--- src/rtl/sa_wdata_channel_if.sv ---
// ---------------------------------------------------------------------------
// sa_wdata_channel_if
// Bundle of the W-channel signals around one slave-side W arbitration stage:
// dispatcher-side W beats and WREADY, the AW-arbiter grant push / stall, and
// the registered W channel towards the slave.
//   slave  modport : view of the arbitration stage itself
//   master modport : view of everything around it (dispatchers, AW arbiter,
//                    downstream slave)
// ---------------------------------------------------------------------------
interface sa_wdata_channel_if #(
    parameter int MST_AMT    = 2,
    parameter int DATA_WIDTH = 32,
    parameter int MST_ID_W   = $clog2(MST_AMT),
    parameter int FIFO_DEPTH = 4
);
    logic [DATA_WIDTH*MST_AMT-1:0]  dsp_WDATA_i;
    logic [MST_AMT-1:0]             dsp_WLAST_i;
    logic [MST_AMT-1:0]             dsp_WVALID_i;
    logic [MST_AMT-1:0]             dsp_WDATA_sel_i;
    logic [MST_AMT-1:0]             dsp_WREADY_o;

    logic [MST_ID_W-1:0]            sa_AW_mst_id_i;
    logic                           sa_AW_push_i;
    logic                           sa_AW_stall_o;

    logic [DATA_WIDTH-1:0]          s_WDATA_o;
    logic                           s_WLAST_o;
    logic                           s_WVALID_o;
    logic                           s_WREADY_i;

    logic [$clog2(FIFO_DEPTH):0]    pending_o;

    modport slave (
        input  dsp_WDATA_i, dsp_WLAST_i, dsp_WVALID_i, dsp_WDATA_sel_i,
        output dsp_WREADY_o,
        input  sa_AW_mst_id_i, sa_AW_push_i,
        output sa_AW_stall_o,
        output s_WDATA_o, s_WLAST_o, s_WVALID_o,
        input  s_WREADY_i,
        output pending_o
    );

    modport master (
        output dsp_WDATA_i, dsp_WLAST_i, dsp_WVALID_i, dsp_WDATA_sel_i,
        input  dsp_WREADY_o,
        output sa_AW_mst_id_i, sa_AW_push_i,
        input  sa_AW_stall_o,
        input  s_WDATA_o, s_WLAST_o, s_WVALID_o,
        output s_WREADY_i,
        input  pending_o
    );
endinterface

--- src/rtl/sa_wdata_channel.sv ---
// ---------------------------------------------------------------------------
// sa_wdata_channel
// Per-slave W-channel arbitration stage. W beats from MST_AMT dispatchers are
// forwarded to one slave strictly in the order in which their AW transactions
// were granted to this slave. The grant order is kept in a small FIFO pushed
// by the AW arbiter and popped by the WLAST beat of each burst. The slave side
// is driven from a registered 2-entry skid buffer.
// Ports:
//   ACLK_i     clock
//   ARESETn_i  asynchronous active-low reset
//   bus        sa_wdata_channel_if.slave:
//                dsp_*      W beats / select / WREADY per dispatcher
//                sa_AW_*    grant push, granted master id, FIFO-full stall
//                s_W*       registered W channel to the slave
//                pending_o  granted bursts not yet fully forwarded
// ---------------------------------------------------------------------------
module sa_wdata_channel #(
    parameter int MST_AMT    = 2,
    parameter int DATA_WIDTH = 32,
    parameter int MST_ID_W   = $clog2(MST_AMT),
    parameter int FIFO_DEPTH = 4
) (
    input  logic                ACLK_i,
    input  logic                ARESETn_i,
    sa_wdata_channel_if.slave   bus
);

    localparam int PTR_W = $clog2(FIFO_DEPTH);
    localparam int CNT_W = PTR_W + 1;

    // ---------------- grant-order FIFO ----------------
    logic [MST_ID_W-1:0] fifo_mem [FIFO_DEPTH];
    logic [PTR_W-1:0]    wr_ptr;
    logic [PTR_W-1:0]    rd_ptr;
    logic [CNT_W-1:0]    count;
    logic [CNT_W-1:0]    count_nxt;
    logic                stall_q;

    logic                head_vld;
    logic [MST_ID_W-1:0] head_id;
    logic                fifo_full;
    logic                push_ok;
    logic                pop;

    // ---------------- beat selection ----------------
    logic                  sel_ok;
    logic                  sb_ready;
    logic [MST_AMT-1:0]    wready;
    logic                  head_wvalid;
    logic [DATA_WIDTH-1:0] head_wdata;
    logic                  head_wlast;
    logic                  beat_acc;

    // ---------------- skid buffer ----------------
    logic                  out_vld_q;
    logic [DATA_WIDTH-1:0] out_data_q;
    logic                  out_last_q;
    logic                  skid_vld_q;
    logic [DATA_WIDTH-1:0] skid_data_q;
    logic                  skid_last_q;

    assign head_vld  = (count != '0);
    assign head_id   = fifo_mem[rd_ptr];
    assign fifo_full = (count == CNT_W'(FIFO_DEPTH));

    // A push at full is only legal when the same cycle retires the head.
    assign pop     = beat_acc & head_wlast;
    assign push_ok = bus.sa_AW_push_i & (~fifo_full | pop);

    always_comb begin
        count_nxt = count;
        case ({push_ok, pop})
            2'b10:   count_nxt = count + CNT_W'(1);
            2'b01:   count_nxt = count - CNT_W'(1);
            default: count_nxt = count;
        endcase
    end

    always_ff @(posedge ACLK_i or negedge ARESETn_i) begin
        if (!ARESETn_i) begin
            wr_ptr  <= '0;
            rd_ptr  <= '0;
            count   <= '0;
            stall_q <= 1'b0;
            for (int i = 0; i < FIFO_DEPTH; i++) begin
                fifo_mem[i] <= '0;
            end
        end else begin
            if (push_ok) begin
                fifo_mem[wr_ptr] <= bus.sa_AW_mst_id_i;
                wr_ptr           <= wr_ptr + PTR_W'(1);
            end
            if (pop) begin
                rd_ptr <= rd_ptr + PTR_W'(1);
            end
            count   <= count_nxt;
            // Registered from the next count so it always equals (count == DEPTH).
            stall_q <= (count_nxt == CNT_W'(FIFO_DEPTH));
        end
    end

    assign bus.sa_AW_stall_o = stall_q;
    assign bus.pending_o     = count;

    // ---------------- head-master beat acceptance ----------------
    assign sb_ready = ~skid_vld_q;
    assign sel_ok   = head_vld & bus.dsp_WDATA_sel_i[head_id];

    always_comb begin
        wready      = '0;
        head_wvalid = 1'b0;
        head_wdata  = '0;
        head_wlast  = 1'b0;
        for (int m = 0; m < MST_AMT; m++) begin
            if (MST_ID_W'(m) == head_id) begin
                wready[m]   = sel_ok & sb_ready;
                head_wvalid = bus.dsp_WVALID_i[m];
                head_wdata  = bus.dsp_WDATA_i[DATA_WIDTH*m +: DATA_WIDTH];
                head_wlast  = bus.dsp_WLAST_i[m];
            end
        end
    end

    assign bus.dsp_WREADY_o = wready;
    assign beat_acc         = head_wvalid & sel_ok & sb_ready;

    // ---------------- 2-entry skid buffer ----------------
    // out_* drives the slave directly; skid_* catches one beat when the
    // output is stalled. Upstream ready depends only on skid occupancy, so
    // there is no combinational path from s_WREADY_i to dsp_WREADY_o.
    always_ff @(posedge ACLK_i or negedge ARESETn_i) begin
        if (!ARESETn_i) begin
            out_vld_q   <= 1'b0;
            out_data_q  <= '0;
            out_last_q  <= 1'b0;
            skid_vld_q  <= 1'b0;
            skid_data_q <= '0;
            skid_last_q <= 1'b0;
        end else begin
            if (!out_vld_q || bus.s_WREADY_i) begin
                if (skid_vld_q) begin
                    out_vld_q  <= 1'b1;
                    out_data_q <= skid_data_q;
                    out_last_q <= skid_last_q;
                    skid_vld_q <= 1'b0;
                end else if (beat_acc) begin
                    out_vld_q  <= 1'b1;
                    out_data_q <= head_wdata;
                    out_last_q <= head_wlast;
                end else begin
                    out_vld_q  <= 1'b0;
                end
            end else if (beat_acc) begin
                skid_vld_q  <= 1'b1;
                skid_data_q <= head_wdata;
                skid_last_q <= head_wlast;
            end
        end
    end

    assign bus.s_WVALID_o = out_vld_q;
    assign bus.s_WDATA_o  = out_data_q;
    assign bus.s_WLAST_o  = out_last_q;

    // The AW arbiter must honour the stall; a push at full without a pop is lost.
    a_no_push_when_full: assert property (
        @(posedge ACLK_i) disable iff (!ARESETn_i)
        !(bus.sa_AW_push_i && fifo_full && !pop)
    );

endmodule

--- src/flat_wrapper.sv ---
// flat-port wrapper written by rule: the top's interface ports become plain ports
module sa_wdata_channel_flat 
#(
    parameter int MST_AMT    = 2,
    parameter int DATA_WIDTH = 32,
    parameter int MST_ID_W   = $clog2(MST_AMT),
    parameter int FIFO_DEPTH = 4
)
  (ACLK_i, ARESETn_i, bus_dsp_WDATA_i, bus_dsp_WLAST_i, bus_dsp_WVALID_i, bus_dsp_WDATA_sel_i, bus_dsp_WREADY_o, bus_sa_AW_mst_id_i, bus_sa_AW_push_i, bus_sa_AW_stall_o, bus_s_WDATA_o, bus_s_WLAST_o, bus_s_WVALID_o, bus_s_WREADY_i, bus_pending_o);
  sa_wdata_channel_if #(.MST_AMT(MST_AMT), .DATA_WIDTH(DATA_WIDTH), .MST_ID_W(MST_ID_W), .FIFO_DEPTH(FIFO_DEPTH)) bus_i ();
  input  logic ACLK_i;
  input  logic ARESETn_i;
  input wire logic [$bits(bus_i.dsp_WDATA_i)-1:0] bus_dsp_WDATA_i;
  input wire logic [$bits(bus_i.dsp_WLAST_i)-1:0] bus_dsp_WLAST_i;
  input wire logic [$bits(bus_i.dsp_WVALID_i)-1:0] bus_dsp_WVALID_i;
  input wire logic [$bits(bus_i.dsp_WDATA_sel_i)-1:0] bus_dsp_WDATA_sel_i;
  output wire logic [$bits(bus_i.dsp_WREADY_o)-1:0] bus_dsp_WREADY_o;
  input wire logic [$bits(bus_i.sa_AW_mst_id_i)-1:0] bus_sa_AW_mst_id_i;
  input wire logic [$bits(bus_i.sa_AW_push_i)-1:0] bus_sa_AW_push_i;
  output wire logic [$bits(bus_i.sa_AW_stall_o)-1:0] bus_sa_AW_stall_o;
  output wire logic [$bits(bus_i.s_WDATA_o)-1:0] bus_s_WDATA_o;
  output wire logic [$bits(bus_i.s_WLAST_o)-1:0] bus_s_WLAST_o;
  output wire logic [$bits(bus_i.s_WVALID_o)-1:0] bus_s_WVALID_o;
  input wire logic [$bits(bus_i.s_WREADY_i)-1:0] bus_s_WREADY_i;
  output wire logic [$bits(bus_i.pending_o)-1:0] bus_pending_o;
  assign bus_i.dsp_WDATA_i = bus_dsp_WDATA_i;
  assign bus_i.dsp_WLAST_i = bus_dsp_WLAST_i;
  assign bus_i.dsp_WVALID_i = bus_dsp_WVALID_i;
  assign bus_i.dsp_WDATA_sel_i = bus_dsp_WDATA_sel_i;
  assign bus_dsp_WREADY_o = bus_i.dsp_WREADY_o;
  assign bus_i.sa_AW_mst_id_i = bus_sa_AW_mst_id_i;
  assign bus_i.sa_AW_push_i = bus_sa_AW_push_i;
  assign bus_sa_AW_stall_o = bus_i.sa_AW_stall_o;
  assign bus_s_WDATA_o = bus_i.s_WDATA_o;
  assign bus_s_WLAST_o = bus_i.s_WLAST_o;
  assign bus_s_WVALID_o = bus_i.s_WVALID_o;
  assign bus_i.s_WREADY_i = bus_s_WREADY_i;
  assign bus_pending_o = bus_i.pending_o;
  sa_wdata_channel #(.MST_AMT(MST_AMT), .DATA_WIDTH(DATA_WIDTH), .MST_ID_W(MST_ID_W), .FIFO_DEPTH(FIFO_DEPTH)) u_core (.ACLK_i(ACLK_i), .ARESETn_i(ARESETn_i), .bus(bus_i));
endmodule
--- config.mk ---
export PLATFORM = sky130hd
export DESIGN_NAME = sa_wdata_channel_flat
export DESIGN_NICKNAME = d
export VERILOG_FILES = /design/src/rtl/sa_wdata_channel_if.sv /design/src/rtl/sa_wdata_channel.sv /design/src/flat_wrapper.sv
export SDC_FILE = /design/constraint.sdc
export NUM_CORES = 1
export LEC_CHECK = 0
export CAP_MARGIN = 20
export CORE_ASPECT_RATIO = 1.1
export CORE_MARGIN = 3
export CORE_UTILIZATION = 50
export CTS_CLUSTER_SIZE = 40
export DETAILED_ROUTE_END_ITERATION = 12
export PLACE_DENSITY = 0.86
export SLEW_MARGIN = 10
export SYNTH_ARGS = -nofsm -noshare
export SYNTH_HDL_FRONTEND = slang
export SYNTH_SLANG_ARGS = --single-unit
--- constraint.sdc ---
create_clock -name ACLK_i -period 5 [get_ports ACLK_i]
set_clock_uncertainty 0.15 [all_clocks]
set_input_delay 0.75 -clock ACLK_i [delete_from_list [all_inputs] [get_ports ACLK_i]]
set_output_delay 0.75 -clock ACLK_i [all_outputs]
set_load 0.05 [all_outputs]
==> summary.md, run 1 <==
| Metric | Value |
|---|---|
| Grt met1 use | 0.262 |
| Residual DRC count | 0 |
| Post-synthesis mux area share | 0.352 |
| Compound-Gate Fraction of Synth Area | 0.0396 |
| FFs w/ async S/R, synth | 1.00 |
| Hold Fails Final Rpt | 0 |
| Final Cycle Share | 0.762 |
| Wire length of the first global-routing pass | 15.6 mm |
| Register area share after synthesis | 0.462 |
| Root Driver | clkbuf_8 |
| Commonest non-fill, non-tap cell in the layout | clkdlybuf4s50_1 |
| Largest net degree at the start of global routing | 81 |
| DRT antenna net count | 0 |
| Number of global-route vias before repair | 3,265 |
| Post-synth top flop | dfrtp_1 |
| Fmax | 0.262 GHz |
| Hold WC Path Type | in2async |
| Fin crit period | 3810 ps |
| Port bufs | 114 |
| Drt wl/cell | 16.3 um |
| Warnings from Yosys | 0 |
| Layout cells sized above 1 | 0.184 |
| Synthesis-to-finish area growth | 32.6% |
| GRT Max-Usage Layer | met2 |
| Synth Area in Adders | 0.0162 |
| Commonest non-fill, non-tap cells in the layout | 113 x clkdlybuf4s50_1, 80 x dfrtp_1, 67 x mux2i_1 |
| RSZ-0062 raised after global routing | false |
| Initial antenna violation count | 0 |
| Core box area | 8170 um^2 |
| Cts bufs inserted | 9 |
| Crit. End Element | output port |
| Fin Setup TNS | 0 ps |
| Post-DP HPWL | 6.60 mm |
| Register area | 2000 um^2 |
| Multi-input logic area | 2050 um^2 |
| Worst setup SP type | register |
| Routability Congestion | 0.807 |
| Simple-gate portion of the synthesized area | 0.0546 |
| CTS tree | built |
| Leak | 0.00279 uW |
| CTS Buffer Depth | 2 |
| Max-Cap Viols | 0 |
| Vias per cell | 5.24 |
| DIE AREA | 9820 um^2 |
| Sw Pwr | 1800 uW |
| Max Transition Viols Final | 0 |
| Nets@finish | 549 |
| Internal power | 2270 uW |
| Post_cts resized | 0 |
| Post-synth EDFFs | 0 |
| Relative max-transition margin | 0.277 |
| Ports | 115 |
| Crit path max fanout | 40 |
| # setup viols final | 0 |
| Met2 GRT Util | 0.338 |
| Critical Path RT | 4100 ps |
| Switching portion of total power | 0.442 |
| Cts-stage hold buffer count | 0 |
| Worst EP arrival | 2910 ps |
| Gr usage total | 0.201 |
| Worst-skew pair later-pin latency | 350 ps |
| Via Count | 3,048 |
| Die Height | 104 um |
| Clk pwr share | 0.121 |
| Rows | 34 |
| Mapped Area | 4330 um^2 |
| # diodes | 0 |
| Initial Util | 0.530 |
| Critical setup path kind | reg2out |
| Final worst setup slack | 1190 ps |
| Largest family of logic cells by synthesized area | multiplexers |
| Horiz. Die Dim | 94.8 um |
| Synthesized area per cell | 12.0 um^2 |
| Drt first-iter violations | 139 |
| Least-Margin Pin Slew | 1080 ps |
| Distinct cells, synth | 40 |
| Clock slew at reported path FFs | 90 ps |
| Met3 Resource Use GR | 0.0377 |
| Pwr per Cell Area | 708 nW/um^2 |
| Seq pwr share | 0.292 |
| Gate power share | 0.587 |
| Clk sinks | 80 |
| XOR/XNOR Fraction of Synth Area | 0.00809 |
| Pre-antenna DRT Iters | 4 |
| H-Tree Depth | 3 |
| GRT overflow | 0 |
| Syn Nets | 441 |
| Max IR drop VDD | 0.467 mV |
| Fillers | 571 |
| Final wirelength | 9.48 mm |
| Worst slack, placed | 1510 ps |
| Yosys reg bits | 80 |
| Cells after Synth | 361 |
| Number of post-CTS setup repair buffers | 0 |
| Status | finished clean |
[worst paths after layout]
path                                       endpoint  cells after the start  slack (ps)        startpoint
hold / removal               u_core.skid_data_q[29]                      1          80         ARESETn_i
setup / recovery                bus_dsp_WREADY_o[1]                      3        1190  u_core.rd_ptr[0]
setup reg to reg           u_core.bus.sa_AW_stall_o                      8        1440  u_core.rd_ptr[0]
hold reg to reg                    u_core.rd_ptr[1]                      1         340  u_core.rd_ptr[1]
max in group asynchronous        u_core.fifo_mem[1]                      2        4040         ARESETn_i
min in group ACLK_i                u_core.rd_ptr[1]                      1         340  u_core.rd_ptr[1]
[registers in the layout (all words and copies together), names as in the netlist]
register / flops
u_core.bus.s_WVALID_o: 1
u_core.bus.s_WLAST_o: 1
u_core.skid_last_q: 1
u_core.fifo_mem: 4
u_core.bus.s_WDATA_o: 32
u_core.bus.pending_o: 3
u_core.skid_vld_q: 1
u_core.skid_data_q: 32
u_core.bus.sa_AW_stall_o: 1
u_core.wr_ptr: 2
u_core.rd_ptr: 2
[final cells by class]
cell class                      count  area share
Sequential cell                    80       0.348
Multi-Input combinational cell    213       0.356
Clock inverter                      5      0.0109
Tap cell                          108      0.0235
Clock buffer                       11      0.0246
Timing Repair Buffer              116       0.204
Inverter                           49      0.0320
[stage by stage]
step,instance area (um^2),utilization,cells,hold WS (ps),power (uW)
after floorplan,4330,-,361,303,2920
after global placement,5520,0.675,565,321,3500
after detailed placement,5520,0.675,565,327,3580
after CTS,5720,0.700,581,342,4090
after global routing,5750,0.704,582,80.9,4310
final,5750,0.704,582,83.2,4070
[routing by layer]
layer  up-vias  share of wire
li1       1457              -
met1      1487           0.42
met2        99           0.52
met3         5          0.046
met4         0          0.010
met5         -              0
[worst max-delay path, cell delays in order, from the launching register on]
cell	delay, ps
dfrtp_1	430
mux4_2	1050
and3_1	260
clkdlybuf4s50_1	800
[power groups by stage]
stage	Combinational (uW)	Clock (uW)	Sequential, uW
after CTS	2400	502	1190
after floorplan	1220	0	1690
after detailed placement	2390	0	1190
after global placement	2320	0	1180
after global routing	2550	524	1240
final	2390	492	1190
[Yosys cell counts (2+ instances only)]
cell type	instances	share of area
a21oi_1	2	0.0023
a31oi_1	5	0.0072
and3_1	3	0.0043
buf_2	5	0.0058
buf_4	2	0.0035
buf_6	3	0.0078
clkbuf_1	8	0.0069
dfrtp_1	80	0.46
ha_1	4	0.012
inv_1	48	0.042
mux2_2	38	0.099
mux2_4	27	0.094
mux2i_1	67	0.15
nand2_1	12	0.010
nand2b_1	2	0.0029
nand3_1	6	0.0069
nand4_1	6	0.0087
nor2_1	6	0.0052
nor3_1	4	0.0046
o21ai_0	5	0.0058
o22ai_1	3	0.0043
o2bb2ai_1	4	0.0081
or3_1	2	0.0029
xnor2_1	3	0.0061
[kinds of logic (layout without fill, tap and decap cells)]
family          count (synthesis)  in the layout
xor+xnor                        4              4
buf+inv                        68            181
flops                          80             80
simple gates                   46             46
compound gates                 25             25
mux                           133            133
fa+ha+maj                       5              5
Note: power is estimated with default switching activity, not from simulation.
==> inputs of run 2 (changes only) <==
--- a/config.mk
+++ b/config.mk
@@ -8,10 +8,10 @@
 export CAP_MARGIN = 20
 export CORE_ASPECT_RATIO = 1.1
 export CORE_MARGIN = 3
-export CORE_UTILIZATION = 50
+export CORE_UTILIZATION = 44
 export CTS_CLUSTER_SIZE = 40
 export DETAILED_ROUTE_END_ITERATION = 12
-export PLACE_DENSITY = 0.86
+export PLACE_DENSITY = 0.8
 export SLEW_MARGIN = 10
 export SYNTH_ARGS = -nofsm -noshare
 export SYNTH_HDL_FRONTEND = slang
==> constraint.sdc (replaced) <==
create_clock -name ACLK_i -period 3.05 [get_ports ACLK_i]
set_clock_uncertainty 0.15 [all_clocks]
set_input_delay 0.4575 -clock ACLK_i [delete_from_list [all_inputs] [get_ports ACLK_i]]
set_output_delay 0.4575 -clock ACLK_i [all_outputs]
set_load 0.05 [all_outputs]
==> run 2 against run 1 <==
Compared with the run above:
- global-route usage fell by 2.2 points
- via count fell by 0.36%
- worst hold slack better by 250 ps
- power grew 68%
- highest routed layer unchanged
==> summary.md, run 2 (synthesis gave the netlist of run 1 again) <==
| Metric | Value |
|---|---|
| Core box area | 9490 um^2 (was 8170 um^2) |
| Final worst setup slack | 397 ps (was 1190 ps) |
| Horiz. Die Dim | 101 um (was 94.8 um) |
| Leak | 0.00286 uW (was 0.00279 uW) |
| # setup viols final | 0 (unchanged) |
| Via Count | 3,037 (was 3,048) |
| Worst slack, placed | 394 ps (was 1510 ps) |
| H-Tree Depth | 3 (unchanged) |
| Nets@finish | 559 (was 549) |
| Residual DRC count | 0 (unchanged) |
| Status | finished clean (unchanged) |
| Root Driver | clkbuf_8 (unchanged) |
| Rows | 37 (was 34) |
| Gr usage total | 0.179 (was 0.201) |
| Clk sinks | 80 (unchanged) |
| Finished Cell Area | 5890 um^2 (was 5750 um^2) |
| Least-Margin Pin Slew | 564 ps (was 1080 ps) |
| Commonest non-fill, non-tap cells in the layout | 111 x clkdlybuf4s50_1, 80 x dfrtp_1, 67 x mux2i_1 (was 113 x clkdlybuf4s50_1, 80 x dfrtp_1, 67 x mux2i_1) |
| Relative max-transition margin | 0.624 (was 0.277) |
| Layout cells sized above 1 | 0.205 (was 0.184) |
| RSZ-0062 raised after global routing | false (unchanged) |
| Fmax | 0.377 GHz |
| Drt wl/cell | 15.9 um (was 16.3 um) |
| DIE AREA | 11,100 um^2 (was 9820 um^2) |
| DP Area | 5610 um^2 (was 5520 um^2) |
| Number of global-route vias before repair | 3,253 (was 3,265) |
| Critical Path RT | 3140 ps (was 4100 ps) |
| Max-Cap Viols | 0 (unchanged) |
| Placed cell count | 583 (was 565) |
| Final Cycle Share | 0.870 |
| Synthesis-to-finish area growth | 36.0% (was 32.6%) |
| Port bufs | 114 (unchanged) |
| Pwr per Cell Area | 1160 nW/um^2 (was 708 nW/um^2) |
| Clock slew at reported path FFs | 80 ps (was 90 ps) |
| CTS Buffer Depth | 2 (unchanged) |
| Initial Util | 0.457 (was 0.530) |
| Crit path max fanout | 18 (was 40) |
| # diodes | 0 (unchanged) |
| DRT antenna net count | 0 (unchanged) |
| Worst setup SP type | register (unchanged) |
| Hold WC Path Type | reg2reg (was in2async) |
| Routability Congestion | 0.779 (was 0.807) |
| Commonest non-fill, non-tap cell in the layout | clkdlybuf4s50_1 (unchanged) |
| Critical setup path kind | reg2reg (was reg2out) |
| Vias per cell | 5.05 (was 5.24) |
| Largest net degree at the start of global routing | 81 (unchanged) |
| Max Transition Viols Final | 0 (unchanged) |
| Post_cts resized | 0 (unchanged) |
| Final wirelength | 9.54 mm (was 9.48 mm) |
| Crit. End Element | register (was output port) |
| Hold Fails Final Rpt | 0 (unchanged) |
| Fillers | 757 (was 571) |
| Number of post-CTS setup repair buffers | 0 (unchanged) |
| Die Height | 110 um (was 104 um) |
| Initial antenna violation count | 0 (unchanged) |
| Ports | 115 (unchanged) |
| Fin Setup TNS | 0 ps (unchanged) |
| GRT overflow | 0 (unchanged) |
| Worst-skew pair later-pin latency | 350 ps (about the same) |
| Worst EP arrival | 2740 ps (was 2910 ps) |
| Final hold slack | 337 ps (was 83.2 ps) |
| Drt first-iter violations | 89 (was 139) |
| Max IR drop VDD | 0.526 mV (was 0.467 mV) |
| CTS tree | built (unchanged) |
| Post-DP HPWL | 6.88 mm (was 6.60 mm) |
| Wire length of the first global-routing pass | 15.7 mm (was 15.6 mm) |
| Cts bufs inserted | 9 (unchanged) |
| Finished Layout Cells | 601 (was 582) |
| Pre-antenna DRT Iters | 4 (unchanged) |
| Fin crit period | 2650 ps |
run 2: area by class of cell:
cell class	count	area, um^2	share of cell area
Clock buffer	12	165	0.0280
Sequential cell	80	2000	0.340
Timing Repair Buffer	126	1270	0.216
Inverter	49	184	0.0312
Multi-Input combinational cell	213	2050	0.348
Clock inverter	4	75.1	0.0127
Tap cell	117	146	0.0248
run 2: worst max-delay path: stages, from the launching register on:
cell and delay (ps):
dfrtp_1 400, mux4_2 590, mux2_4 350, or3_2 440
buf_4 260, mux2_4 330
run 2: path summary, 6_finish.rpt:
path	start	to	slack (ps)	depth (start not counted)
max	u_core.rd_ptr[0]	u_core.skid_data_q[13]	400	5
min in group asynchronous	ARESETn_i	u_core.bus.s_WDATA_o[21]	410	2
min reg2reg	u_core.rd_ptr[1]	u_core.rd_ptr[1]	340	1
max reg2reg	u_core.rd_ptr[0]	u_core.skid_data_q[13]	400	5
min	u_core.rd_ptr[1]	u_core.rd_ptr[1]	340	1
max in group asynchronous	ARESETn_i	u_core.skid_data_q[13]	1750	3
run 2: metrics by stage:
stage	total power, uW	utilization
2_1_floorplan	4780	-
3_3_place_gp	5850	0.592
3_5_place_dp	5960	0.592
4_1_cts	6910	0.617
5_1_grt	7270	0.621
6_report	6840	0.621
run 2: repair_timing:
item | CTS | global route
hold endpoints to repair | 0 | 27
hold buffers | 0 | 1
setup endpoints to repair | 0 | 0
run 2: metal layers:
metal,up-vias,share of wire,track usage
met2,96,0.49,0.298
met1,1453,0.43,0.229
li1,1479,-,-
met3,9,0.067,0.0403
met4,0,0.012,0.0606
met5,-,0,0
run 2: power breakdown:
part | internal (uW) | total [uW] | switching (uW) | leakage [uW]
sequential | 1600 | 1950 | 344 | 0.000950
combinational | 1780 | 3970 | 2190 | 0.00180
clock | 528 | 923 | 394 | 0.000115
total | 3910 | 6840 | 2930 | 0.00286
==> inputs of run 3 (changes only) <==
--- a/config.mk
+++ b/config.mk
@@ -12,6 +12,7 @@
 export CTS_CLUSTER_SIZE = 40
 export DETAILED_ROUTE_END_ITERATION = 12
 export PLACE_DENSITY = 0.8
+export SKIP_CTS_REPAIR_TIMING = 1
 export SLEW_MARGIN = 10
 export SYNTH_ARGS = -nofsm -noshare
 export SYNTH_HDL_FRONTEND = slang
==> results of run 3 <==
Same layout as run 2: the final DEF is identical, and so are final timing and power.
